**src/rtl/iob2axil.sv**
```systemverilog
`default_nettype none
// ============================================================================
//  Module   : iob2axil
//  Purpose  : Bridges a single-outstanding IOb native request port onto an
//             AXI4-Lite master. A request with nonzero strobes becomes a
//             write (AW+W, then B); with zero strobes it becomes a read
//             (AR, then R) and the read data comes back as a one-cycle
//             iob_rvalid_o pulse.
//  Ports    : clk_i, cke_i (clock enable), arst_i (async, active-high)
//             iob_*   : IOb slave side (avalid/addr/wdata/wstrb in,
//                       ready/rvalid/rdata out)
//             axil_*  : AXI4-Lite master write (AW/W/B) and read (AR/R)
//             err_clr_i / err_o : sticky bus-error flag, only present
//                       when IOB2AXIL_ERR_EN is defined
//  Config   : `define IOB2AXIL_ERR_EN to add the sticky error flag
//  Revision : 1.0 - initial release
// ============================================================================
module iob2axil #(
    parameter int AXIL_ADDR_W = 32,
    parameter int AXIL_DATA_W = 32,
    parameter int ADDR_W      = 32,
    parameter int DATA_W      = 32
) (
    input  logic                     clk_i,
    input  logic                     cke_i,
    input  logic                     arst_i,
    // IOb slave side
    input  logic                     iob_avalid_i,
    input  logic [ADDR_W-1:0]        iob_addr_i,
    input  logic [DATA_W-1:0]        iob_wdata_i,
    input  logic [DATA_W/8-1:0]      iob_wstrb_i,
    output logic                     iob_ready_o,
    output logic                     iob_rvalid_o,
    output logic [DATA_W-1:0]        iob_rdata_o,
`ifdef IOB2AXIL_ERR_EN
    input  logic                     err_clr_i,
    output logic                     err_o,
`endif
    // AXI4-Lite write channels
    output logic [AXIL_ADDR_W-1:0]   axil_awaddr_o,
    output logic [2:0]               axil_awprot_o,
    output logic                     axil_awvalid_o,
    input  logic                     axil_awready_i,
    output logic [AXIL_DATA_W-1:0]   axil_wdata_o,
    output logic [AXIL_DATA_W/8-1:0] axil_wstrb_o,
    output logic                     axil_wvalid_o,
    input  logic                     axil_wready_i,
    input  logic [1:0]               axil_bresp_i,
    input  logic                     axil_bvalid_i,
    output logic                     axil_bready_o,
    // AXI4-Lite read channels
    output logic [AXIL_ADDR_W-1:0]   axil_araddr_o,
    output logic [2:0]               axil_arprot_o,
    output logic                     axil_arvalid_o,
    input  logic                     axil_arready_i,
    input  logic [AXIL_DATA_W-1:0]   axil_rdata_i,
    input  logic [1:0]               axil_rresp_i,
    input  logic                     axil_rvalid_i,
    output logic                     axil_rready_o
);

    localparam logic [2:0] c_IDLE         = 3'd0;
    localparam logic [2:0] c_WR_ADDR_DATA = 3'd1;
    localparam logic [2:0] c_WR_RESP      = 3'd2;
    localparam logic [2:0] c_RD_ADDR      = 3'd3;
    localparam logic [2:0] c_RD_DATA      = 3'd4;

    // Unprivileged, non-secure, data access
    localparam logic [2:0] c_PROT = 3'b010;

    logic [2:0]             state_q,   state_d;
    logic [AXIL_ADDR_W-1:0] addr_q,    addr_d;
    logic [DATA_W-1:0]      wdata_q,   wdata_d;
    logic [DATA_W/8-1:0]    wstrb_q,   wstrb_d;
    logic                   awvalid_q, awvalid_d;
    logic                   wvalid_q,  wvalid_d;
    logic                   rvalid_q,  rvalid_d;
    logic [DATA_W-1:0]      rdata_q,   rdata_d;

    logic accept;
    logic aw_done;
    logic w_done;

    assign accept  = iob_avalid_i & iob_ready_o;
    // A channel counts as done if it already handshook earlier or does so now
    assign aw_done = ~awvalid_q | axil_awready_i;
    assign w_done  = ~wvalid_q  | axil_wready_i;

    // ---------------- state register ----------------
    always_ff @(posedge clk_i or posedge arst_i) begin
        if (arst_i) begin
            state_q <= c_IDLE;
        end else if (cke_i) begin
            state_q <= state_d;
        end
    end

    // ---------------- next-state logic ----------------
    always_comb begin
        state_d = state_q;
        case (state_q)
            c_IDLE:         if (accept) state_d = (|iob_wstrb_i) ? c_WR_ADDR_DATA : c_RD_ADDR;
            c_WR_ADDR_DATA: if (aw_done && w_done) state_d = c_WR_RESP;
            c_WR_RESP:      if (axil_bvalid_i) state_d = c_IDLE;
            c_RD_ADDR:      if (axil_arready_i) state_d = c_RD_DATA;
            c_RD_DATA:      if (axil_rvalid_i) state_d = c_IDLE;
            default:        state_d = c_IDLE;
        endcase
    end

    // ---------------- datapath registers ----------------
    always_ff @(posedge clk_i or posedge arst_i) begin
        if (arst_i) begin
            addr_q    <= '0;
            wdata_q   <= '0;
            wstrb_q   <= '0;
            awvalid_q <= 1'b0;
            wvalid_q  <= 1'b0;
            rvalid_q  <= 1'b0;
            rdata_q   <= '0;
        end else if (cke_i) begin
            addr_q    <= addr_d;
            wdata_q   <= wdata_d;
            wstrb_q   <= wstrb_d;
            awvalid_q <= awvalid_d;
            wvalid_q  <= wvalid_d;
            rvalid_q  <= rvalid_d;
            rdata_q   <= rdata_d;
        end
    end

    always_comb begin
        addr_d    = addr_q;
        wdata_d   = wdata_q;
        wstrb_d   = wstrb_q;
        awvalid_d = awvalid_q;
        wvalid_d  = wvalid_q;
        if (accept) begin
            addr_d  = AXIL_ADDR_W'(iob_addr_i);
            wdata_d = iob_wdata_i;
            wstrb_d = iob_wstrb_i;
            if (|iob_wstrb_i) begin
                awvalid_d = 1'b1;
                wvalid_d  = 1'b1;
            end
        end
        // AW and W retire independently; either may handshake first
        if (awvalid_q && axil_awready_i) awvalid_d = 1'b0;
        if (wvalid_q && axil_wready_i)   wvalid_d  = 1'b0;
        rvalid_d = (state_q == c_RD_DATA) && axil_rvalid_i;
        rdata_d  = rvalid_d ? axil_rdata_i : rdata_q;
    end

    // ---------------- outputs ----------------
    always_comb begin
        // Held low while reset is asserted so nothing is accepted during reset
        iob_ready_o    = (state_q == c_IDLE) && !arst_i;
        axil_arvalid_o = (state_q == c_RD_ADDR);
        axil_rready_o  = (state_q == c_RD_DATA);
        axil_bready_o  = (state_q == c_WR_RESP);
    end

    assign iob_rvalid_o   = rvalid_q;
    assign iob_rdata_o    = rdata_q;
    assign axil_awaddr_o  = addr_q;
    assign axil_araddr_o  = addr_q;
    assign axil_awprot_o  = c_PROT;
    assign axil_arprot_o  = c_PROT;
    assign axil_awvalid_o = awvalid_q;
    assign axil_wvalid_o  = wvalid_q;
    assign axil_wdata_o   = wdata_q;
    assign axil_wstrb_o   = wstrb_q;

`ifdef IOB2AXIL_ERR_EN
    logic err_q, err_d, err_set;

    always_comb begin
        err_set = (axil_bvalid_i && axil_bready_o && (axil_bresp_i != 2'b00)) ||
                  (axil_rvalid_i && axil_rready_o && (axil_rresp_i != 2'b00));
        err_d = err_q;
        if (err_clr_i) err_d = 1'b0;
        // A new error in the same cycle as a clear must not be lost
        if (err_set)   err_d = 1'b1;
    end

    always_ff @(posedge clk_i or posedge arst_i) begin
        if (arst_i) begin
            err_q <= 1'b0;
        end else if (cke_i) begin
            err_q <= err_d;
        end
    end

    assign err_o = err_q;
`else
    // Responses never affect flow control, so without the error flag they are unused
    logic unused_resp;
    assign unused_resp = ^{axil_bresp_i, axil_rresp_i};
`endif

endmodule
`default_nettype wire

```
**config.mk**
```make
export PLATFORM = sky130hd
export DESIGN_NAME = iob2axil
export DESIGN_NICKNAME = d
export VERILOG_FILES = /design/src/rtl/iob2axil.sv
export SDC_FILE = /design/constraint.sdc
export NUM_CORES = 1
export LEC_CHECK = 0
export ABC_AREA = 0
export CAP_MARGIN = 20
export CORE_ASPECT_RATIO = 0.8
export CORE_MARGIN = 1.5
export CORE_UTILIZATION = 35
export DETAILED_ROUTE_END_ITERATION = 8
export PLACE_DENSITY = 0.84
export SYNTH_ARGS = -nofsm -noshare
export SYNTH_HDL_FRONTEND = slang
export SYNTH_SLANG_ARGS = --single-unit
```
**constraint.sdc**
```tcl
create_clock -name clk_i -period 5.1 [get_ports clk_i]
set_clock_uncertainty 0.15 [all_clocks]
set_input_delay 0.765 -clock clk_i [delete_from_list [all_inputs] [get_ports clk_i]]
set_output_delay 0.765 -clock clk_i [all_outputs]
set_load 0.005 [all_outputs]
```
# [Yosys cells after proc, flatten, opt, wreduce, memory -nomap -nowiden]
# Cells that the tools add are included.
[totals] regBits=106 inputBits=113 elab_cells=50
[op_classes] eq_ne=9 mux=11 n_bitwise=5 reduce_logical=17
[ops] op="two-way mux 3 bit" count=5
[ops] op="one-hot mux 3 bit (5 select lines)" count=1
[ops] op="!= test 2 bit, second input constant" count=4
[ops] op="nonzero test 2 bit" count=4
[ops] op="== test 3 x 2 -> 1 bit, second input constant" count=2
[ops] op="AND reduction 3 bit" count=2
[ops] op="AND reduction 6 bit" count=1
[ops] op="logical AND 1 bit" count=5
[ops] op="two-way mux 1 bit" count=4
[ops] op="AND reduction 2 bit" count=2
[ops] op="OR reduction 4 bit" count=1
[ops] op="== test 3 x 1 -> 1 bit, second input constant" count=1
[ops] op="== test 3 bit, second input constant" count=1
[ops] op="zero test 3 bit" count=1
[ops] op="two-way mux 2 bit" count=1
[ops] op="!= test 2 x 1 -> 1 bit, second input constant" count=1
[ops] op="NOT 1 bit" count=2
[ops] op="OR 1 bit" count=2
[ops] op="bitwise AND 1 bit" count=1
[ops] op="zero test 1 bit" count=1

# [Logic depth before layout (Yosys ltp)]
# Gate-level depths: netlist (run 1).
[logic_depth] ltp_word=5 ltp_mapped=6 mapped_depth_nobuf=4

# [Least setup slack after synthesis (run 1)]
# OpenSTA, ideal clock, no wires.
[synth_path] path_kind="input -> register" start="in iob_avalid_i" end="reg wdata_q[0] (netlist: axil_wdata_o[0])" t_arrival_ns=1.727 required_time_ns=4.823 path_slack_ns=3.096 path_stages=5 n_path_buf=2 path_cell_list="nor2b_2 nand4b_2 buf_2 buf_6 mux2_1"
[synth_via] elab_chain_cells=2
[synth_rtl] item="from (decl)" line="28" source="input logic iob_avalid_i,"
[synth_rtl] item="bitwise AND 1 bit" line="84" source="assign accept = iob_avalid_i & iob_ready_o;"
[synth_rtl] item="AND reduction 2 bit (no source line)"
[synth_rtl] item="to (signal assigned)" line="123" source="wdata_q <= wdata_d;"
[synth_rtl] item="to (decl)" line="73" source="logic [DATA_W-1:0] wdata_q, wdata_d;"
# No other way between the ends.
# A chain may end at the register's enable or synchronous reset.

# [Worst setup path in the final report (run 1)]
[layout_path] start="in arst_i" end="out iob_ready_o"
[layout_via] elab_chain_cells=2
[layout_rtl] item="from (decl)" line="26" source="input logic arst_i,"
[layout_rtl] item="zero test 1 bit" line="157" source="iob_ready_o = (state_q == c_IDLE) && !arst_i;"
[layout_rtl] item="logical AND 1 bit" line="157"
[layout_rtl] item="to (decl)" line="32" source="output logic iob_ready_o,"
# No other way between the ends.

==> results.cfg, run 1 <==
[yosys]
syn_inst = 296
synthXorXnorAreaFrac_pct = 0
synthSimpleGateAreaFrac_pct = 3.58
synth_mux_area_share_pct = 27.5
synth_compound_area_share_pct = 1.53
synthAdderAreaFrac_pct = 0
avgSynthCellArea_um2 = 15.5
ys_seq_area_share_pct = 57.9
synth.distinct_cells = 27
synth-seq-cells = 106
yosys.area.top_type = dfrtp_1
synth_top_area_share_pct = 57.9
netlist_area_um2 = 4580
synth_top_family_by_area = multiplexers
yosysWarnings = 0
synthTopCellsByArea = dfrtp_1 58%, mux2_2 15%, mux2_4 9.5%, buf_4 6.4%, mux2_1 2.7%

[global_routing]
grt_pass1_vias = 3297
grt_max_degree = 64
antenna_found_initial = 0
grt_util_all_layers_pct = 16.0
grt_pass1_wl_um = 17000
grt-ovfl-total = 0

[drt]
drc = 0
avgViaCountPerCell = 4.44
vias = 3054
drt_wl_total_um = 11000
first_iter_violations = 56
drt-pass1-iter-count = 3
ant_nets = 0
post_drt_wl_per_cell_um = 16.1

[pwr]
p_int_mw = 2.82
swShare_pct = 26.8
p_seq_share_pct = 38.5
p_sw_mw = 1.03
total_power_mw = 3.85
p_comb_share_pct = 45.2
p_per_area_nw_per_um2 = 537
peakVddDrop_mv = 0.308
pwr-share-clk_pct = 16.3
p_leak_nw = 3.04

[clocking]
cts_buffers = 9
cts_resized = 0
htreeDepth = 3
cts_root_buf = clkbuf_16
clock_path_buffers = 2
cts.sinks = 106
cts_hold_buffers = 0
postCtsSetupRepairBufs = 0
clk_latency_ns = 0.33
path_clk_slew_ns = 0.07
cts_tree = done

[final_layout]
final_common_cell = clkdlybuf4s50_1
drive_gt1_share_pct = 22.6
antennaDiodeCount = 0
final_cell_area_um2 = 7170
final_util_pct = 55.9
final_cell_mix = 247 x clkdlybuf4s50_1, 106 x dfrtp_1, 62 x mux2_2, 29 x mux2_4, 11 x mux2_1
nets = 621
areaGrowthSynthToFinish_pct = 56.6

[setup_path]
crit_type = in2out
cp_slowest_stage_delay_ns = 0.56
endpoint_kind = output port
crit_chain = clkdlybuf4s50_1, nor4_1, clkdlybuf4s50_1
critPathTopFamily = buffers and inverters
worst_ep_arrival_time_ns = 2.09
path_common_cell = clkdlybuf4s50_1
cp-start-kind = primary input
critPathRequiredTime_ns = 4.18
slowest_stage = clkdlybuf4s50_1
cp_max_fo = 3
critPathBufInv = 2

[sta]
finalCritPeriodShare_pct = 58.8
hold_slack_ns = 0.335
slew_headroom_pct = 29.2
slew_viol_final = 0
hold_viol = 0
tns_ns = 0
setup_viol = 0
rsz0062_at_grt = false
fmax_ghz = 0.333
tightest_slew_ns = 1.06
finalCriticalPeriod_ns = 3.00

[floorplanning]
rows = 37
die_area_um2 = 13800
io_pins = 258
initial_core_util_pct = 35.7
die_h_um = 105
core_um2 = 12800
die_x_um = 131

[job]
drv_cap = 0

[placement]
numPortBuffers = 247
placed_cell_area_um2 = 6900
place.gp.congestion = 0.737
dpl.hpwl_um = 8380

[run_status]
status = complete, no violations

[min_path]
hold_path.class = reg2reg
-- synth_stat cells --
| library cell | count |
|---|---|
| dfrtp_1 | 106 |
| mux2_2 | 62 |
| buf_4 | 39 |
| mux2_4 | 29 |
| mux2_1 | 11 |
| buf_2 | 6 |
| buf_6 | 4 |
| inv_1 | 4 |
| nand2_1 | 4 |
| nor2_1 | 4 |
| buf_8 | 3 |
| nand2b_1 | 3 |
| nor4_1 | 3 |
| o21ai_0 | 3 |
| a21o_1 | 2 |
| conb_1 | 2 |
| a2111oi_4 | 1 |
| a211oi_2 | 1 |
| and2_1 | 1 |
| and3_1 | 1 |
| nand4b_1 | 1 |
| nand4b_2 | 1 |
| nor2_2 | 1 |
| nor2b_2 | 1 |
| nor3_1 | 1 |
| nor3b_4 | 1 |
| nor4_4 | 1 |
-- cell type report --
class / instances / area [um^2]
clock inverter: 5 / 37.5
timing repair buffer: 249 / 2490
inverter: 4 / 17.5
fill: 1059 / 5650
sequential: 106 / 2650
tap: 175 / 219
multi-input combinational: 138 / 1520
clock buffer: 11 / 233
-- power groups by stage --
stage / Clock, mW / Sequential [mW] / Combinational (mW)
2_1_floorplan: 0 / 1.47 / 0.739
3_3_place_gp: 0 / 1.46 / 1.73
3_5_place_dp: 0 / 1.50 / 1.76
4_1_cts: 0.657 / 1.49 / 1.77
5_1_grt: 0.697 / 1.53 / 1.86
6_report: 0.629 / 1.48 / 1.74
-- path summary, 6_finish.rpt --
path,to,depth (start not counted),slack [ns],start
worst min register to register,iob_rvalid_o,1,0.33,iob_rvalid_o
worst min-delay path,iob_rvalid_o,1,0.33,iob_rvalid_o
min in group asynchronous,axil_awvalid_o,2,0.84,arst_i
max in group asynchronous,axil_wdata_o[4],3,2.85,arst_i
worst max register to register,iob_rdata_o[6],3,2.65,state_q[2]
worst max-delay path,iob_ready_o,3,2.10,arst_i
-- per-stage QoR --
stage / setup slack (ns) / cells
floorplan: 1.40 / 300
global placement: 1.83 / 672
detailed placement: 1.77 / 672
CTS: 2.10 / 688
global route: 2.05 / 688
finish: 2.10 / 688
-- per-layer routing --
layer / GRT usage (%) / up-vias / part of all wire [%]
met5: 0 / - / 0
li1: - / 1386 / -
met4: 4.24 / 0 / 0.81
met1: 17.8 / 1510 / 38
met2: 28.2 / 148 / 52
met3: 6.60 / 10 / 9.4
-- worst register-to-register path, stage by stage, from the launching register on --
cell and delay, ns:
dfrtp_1 0.55, nor3b_4 0.28, and3_2 0.92, mux2_2 0.44
-- flip-flops by register name (all words and copies together), names as in the netlist --
signal          count
axil_wvalid_o       1
iob_rvalid_o        1
iob_rdata_o        32
axil_wstrb_o        4
axil_araddr_o      32
axil_wdata_o       32
axil_awvalid_o      1
state_q             3
-- cells by family (layout without fill, tap and decap cells) --
logic type | count (synthesis) | in the layout
AOI/OAI and AO/OA | 7 | 7
buffers and inverters | 56 | 269
DFF | 106 | 106
muxes | 102 | 102
other | 2 | 6
and+or+nand+nor | 23 | 23
Note: power is estimated with default switching activity, not from simulation.
==> run 2, diff against run 1 <==
clock period = 2.9 ns   (was 5.1 ns; I/O delays follow)
==> run 2 against run 1 <==
Register-to-register slack lost 1.7 ns; die area is the same; global-route usage grew 0.49 points; sequential share of layout area shrank 0.50 points; routed wire length grew 0.37%; critical path depth shrank 1; critical endpoint unchanged; largest power group unchanged.
==> results.cfg, run 2 (synthesized netlist as in run 1, its figures left out) <==
[final_layout]
drive_gt1_share_pct = 23.3
final_util_pct = 56.7
final_common_cell = clkdlybuf4s50_1
nets = 623
areaGrowthSynthToFinish_pct = 58.7
final_cell_mix = 247 x clkdlybuf4s50_1, 106 x dfrtp_1, 62 x mux2_2, 29 x mux2_4, 11 x mux2_1
seqCellArea_um2 = 2650
fillers = 1009
antennaDiodeCount = 0
multi_input_area_um2 = 1520

[sta]
rsz0062_at_grt = false
slew_viol_final = 0
hold_viol = 0
setup_viol = 0
finalCriticalPeriod_ns = 2.43
tns_ns = 0
finalCritPeriodShare_pct = 83.7
fmax_ghz = 0.412

[global_routing]
grt_max_degree = 71
grt_util_all_layers_pct = 16.5
antenna_found_initial = 0
grt_pass1_vias = 3390
grt-ovfl-total = 0
grt_pass1_wl_um = 17500

[pwr]
peakVddDrop_mv = 0.529
p_per_area_nw_per_um2 = 953
p_leak_nw = 3.09
total_power_mw = 6.93

[floorplanning]
die_area_um2 = 13800
die_h_um = 105
die_x_um = 131
core_um2 = 12800
initial_core_util_pct = 35.7
rows = 37
io_pins = 258

[setup_path]
endpoint_kind = output port
worst_ep_arrival_time_ns = 1.84
cp-start-kind = flip-flop
crit_type = reg2out
critPathRequiredTime_ns = 2.32
timing.rr.start = state_q[2]
reg2reg_depth = 4
cp_max_fo = 9
crit_start = state_q[1]
r2r_slack_ns = 0.97

[clocking]
clock_path_buffers = 2
cts_hold_buffers = 0
clk_latency_ns = 0.35
cts_buffers = 9
cts.sinks = 106
cts_root_buf = clkbuf_16
path_clk_slew_ns = 0.07
htreeDepth = 3
postCtsSetupRepairBufs = 0
cts_tree = done
cts_resized = 0

[min_path]
holdPathStages = 1
hold_path.class = reg2reg
hp-start = axil_wdata_o[0]

[drt]
drt_wl_total_um = 11100
ant_nets = 0
first_iter_violations = 92
vias = 3088
drt-pass1-iter-count = 4
avgViaCountPerCell = 4.48
drc = 0
post_drt_wl_per_cell_um = 16.1

[placement]
dpl.hpwl_um = 8330
numPortBuffers = 247
place.gp.congestion = 0.773

[run_status]
status = complete, no violations

[job]
drv_cap = 0
## run 2: through the flow
step	setup WS (ns)	cell area [um^2]	cells	hold slack (ns)
6_report	0.473	7270	690	0.340
5_1_grt	0.409	7270	690	0.370
4_1_cts	0.489	7270	690	0.347
3_5_place_dp	0.582	6950	674	0.331
3_3_place_gp	0.600	6950	674	0.326
2_1_floorplan	1.04	4600	300	0.327
## run 2: where the power goes
group,switching (mW),internal [mW]
Combinational,0.837,2.23
Sequential,0.459,2.15
Clock,0.534,0.721
Total,1.83,5.10
## run 2: final timing paths
kind / to
worst max register to register: iob_rdata_o[7]
worst min-delay path: axil_wdata_o[0]
worst max-delay path: iob_ready_o
max in group asynchronous: iob_rdata_o[30]
min in group asynchronous: iob_rvalid_o
worst min register to register: axil_wdata_o[0]
## run 2: layout make-up
cell class	instances	area share, %
tap	175	3.01
multi-input combinational	138	21.0
clock inverter	5	0.844
timing repair buffer	251	34.9
clock buffer	11	3.48
sequential	106	36.5
inverter	4	0.258
## run 2: critical path: stages, from the launching register on
cell and delay (ns):
dfrtp_1 0.52, nor4_1 0.41, clkdlybuf4s50_1 0.57
## run 2: metal layers
metal / global-route usage, % / wire length, um / up-vias
li1: - / - / 1396
met1: 18.3 / 4190 / 1529
met2: 28.8 / 5610 / 150
met3: 7.01 / 1150 / 13
met4: 4.71 / 133 / 0
met5: 0 / 0 / -
==> run 3, diff against run 2 <==
clock period = 2.4 ns   (was 2.9 ns; I/O delays follow)
==> run 3 against run 2 <==
Non-clock buffer count rose by 4; critical endpoint unchanged; largest cell class unchanged; hold slack got worse by 0.0070 ns; count of clock-buffer cells in the layout fell by 1; final area rose by 0.33%; routed wire length rose by 1.8%; register-to-register slack got worse by 0.57 ns; setup slack got worse by 0.34 ns; sequential power rose by 21%; cell count rose by 0.58%; critical path depth did not move.
==> results.cfg, run 3 (synthesized netlist as in run 1, its figures left out) <==
[clocking]
clk_latency_ns = 0.34
cts_tree = done
path_clk_slew_ns = 0.07
clock_path_buffers = 2
cts_root_buf = clkbuf_16
postCtsSetupRepairBufs = 0
cts_hold_buffers = 0
cts.sinks = 106
htreeDepth = 3
cts_buffers = 9

[drt]
post_drt_wl_per_cell_um = 16.3
ant_nets = 0
first_iter_violations = 62
drt_wl_total_um = 11300
drt-pass1-iter-count = 4
vias = 3091
avgViaCountPerCell = 4.45
drc = 0

[final_layout]
areaGrowthSynthToFinish_pct = 59.2
final_cell_mix = 247 x clkdlybuf4s50_1, 105 x dfrtp_1, 62 x mux2_2, 29 x mux2_4, 11 x mux2_1
final_common_cell = clkdlybuf4s50_1
nets = 627
drive_gt1_share_pct = 23.9
antennaDiodeCount = 0

[global_routing]
grt_pass1_vias = 3345
grt_pass1_wl_um = 17500
grt_max_degree = 75
antenna_found_initial = 0
grt-ovfl-total = 0
grt_util_all_layers_pct = 16.8

[sta]
fmax_ghz = 0.440
finalCritPeriodShare_pct = 94.6
setup_viol = 0
finalCriticalPeriod_ns = 2.27
rsz0062_at_grt = false
hold_viol = 0
tns_ns = 0
slew_viol_final = 0

[placement]
numPortBuffers = 247
place.gp.congestion = 0.738
dpl.hpwl_um = 8520

[setup_path]
cp_max_fo = 8
slowest_stage = clkdlybuf4s50_1
cp-start-kind = flip-flop
critPathRequiredTime_ns = 1.89
crit_type = reg2out
critPathTopFamily = buffers and inverters
cp_slowest_stage_delay_ns = 0.57
critPathBufInv = 1
crit_chain = nor4_1, clkdlybuf4s50_1
worst_ep_arrival_time_ns = 1.76
r2r_slack_ns = 0.40
endpoint_kind = output port

[floorplanning]
initial_core_util_pct = 35.7
die_area_um2 = 13800
io_pins = 258
die_h_um = 105
die_x_um = 131
rows = 37
core_um2 = 12800

[pwr]
pwr-share-clk_pct = 17.7
p_sw_mw = 2.22
p_comb_share_pct = 44.6
p_seq_share_pct = 37.7
swShare_pct = 26.7
total_power_mw = 8.34
p_per_area_nw_per_um2 = 1140
p_int_mw = 6.11
p_leak_nw = 3.10
peakVddDrop_mv = 0.707

[min_path]
hold_path.class = reg2reg

[run_status]
status = complete, no violations

[job]
drv_cap = 0
==> run 3: cell types whose count changed in the layout (fill, tap and decap cells not counted) <==
cell and change:
buf_4 +3, clkinvlp_4 +1, buf_12 +1, clkinv_4 -2, clkbuf_8 -2, dfrtp_1 -1
clkinv_2 +1, clkbuf_1 +1, dfrtp_2 +1, inv_6 +1
==> run 3: metrics by stage <==
stage / utilization [%] / instance area, um^2 / setup slack (ns) / cells / hold slack (ns)
2_1_floorplan: - / 4600 / 0.616 / 300 / 0.327
3_3_place_gp: 54.6 / 7000 / 0.196 / 678 / 0.323
3_5_place_dp: 54.6 / 7000 / 0.161 / 678 / 0.325
4_1_cts: 56.9 / 7290 / 0.0575 / 694 / 0.342
5_1_grt: 56.9 / 7290 / 0.0245 / 694 / 0.364
6_report: 56.9 / 7290 / 0.129 / 694 / 0.333
==> run 3: final cells by class <==
class                   instances  area [um^2]
fillers                      1036         5530
flip-flops and latches        106         2650
repair buffers                255         2580
multi-input cells             138         1520
clock buffers                  10          229
well taps                     175          219
clock inverters                 6         65.1
inverters                       4         18.8
==> run 3: power by group through the flow <==
stage | clock network (mW) | logic [mW] | registers (mW)
CTS | 1.53 | 3.78 | 3.16
global route | 1.59 | 3.99 | 3.27
finish | 1.47 | 3.71 | 3.15
floorplan | 0 | 1.57 | 3.13
detailed placement | 0 | 3.75 | 3.18
global placement | 0 | 3.68 | 3.10
==> run 3: repair_timing <==
item                                    CTS  global route
resized for setup                         0             1
hold endpoints to repair                  0             0
endpoints found under the setup margin    0             1
==> run 3: layer usage <==
metal / track usage (%) / part of all wire (%) / up-vias
li1: - / - / 1407
met3: 7.66 / 11 / 10
met1: 18.3 / 38 / 1520
met2: 28.9 / 50 / 154
met5: 0 / 0 / -
met4: 5.18 / 1.2 / 0
==> run 3: final timing paths <==
path	endpoint	from	cells past startpoint
min reg2reg	iob_rvalid_o	iob_rvalid_o	1
min	iob_rvalid_o	iob_rvalid_o	1
min in group asynchronous	iob_rdata_o[21]	arst_i	3
max in group asynchronous	axil_araddr_o[7]	arst_i	3
max	iob_ready_o	state_q[0]	2
max reg2reg	iob_rdata_o[8]	state_q[2]	4
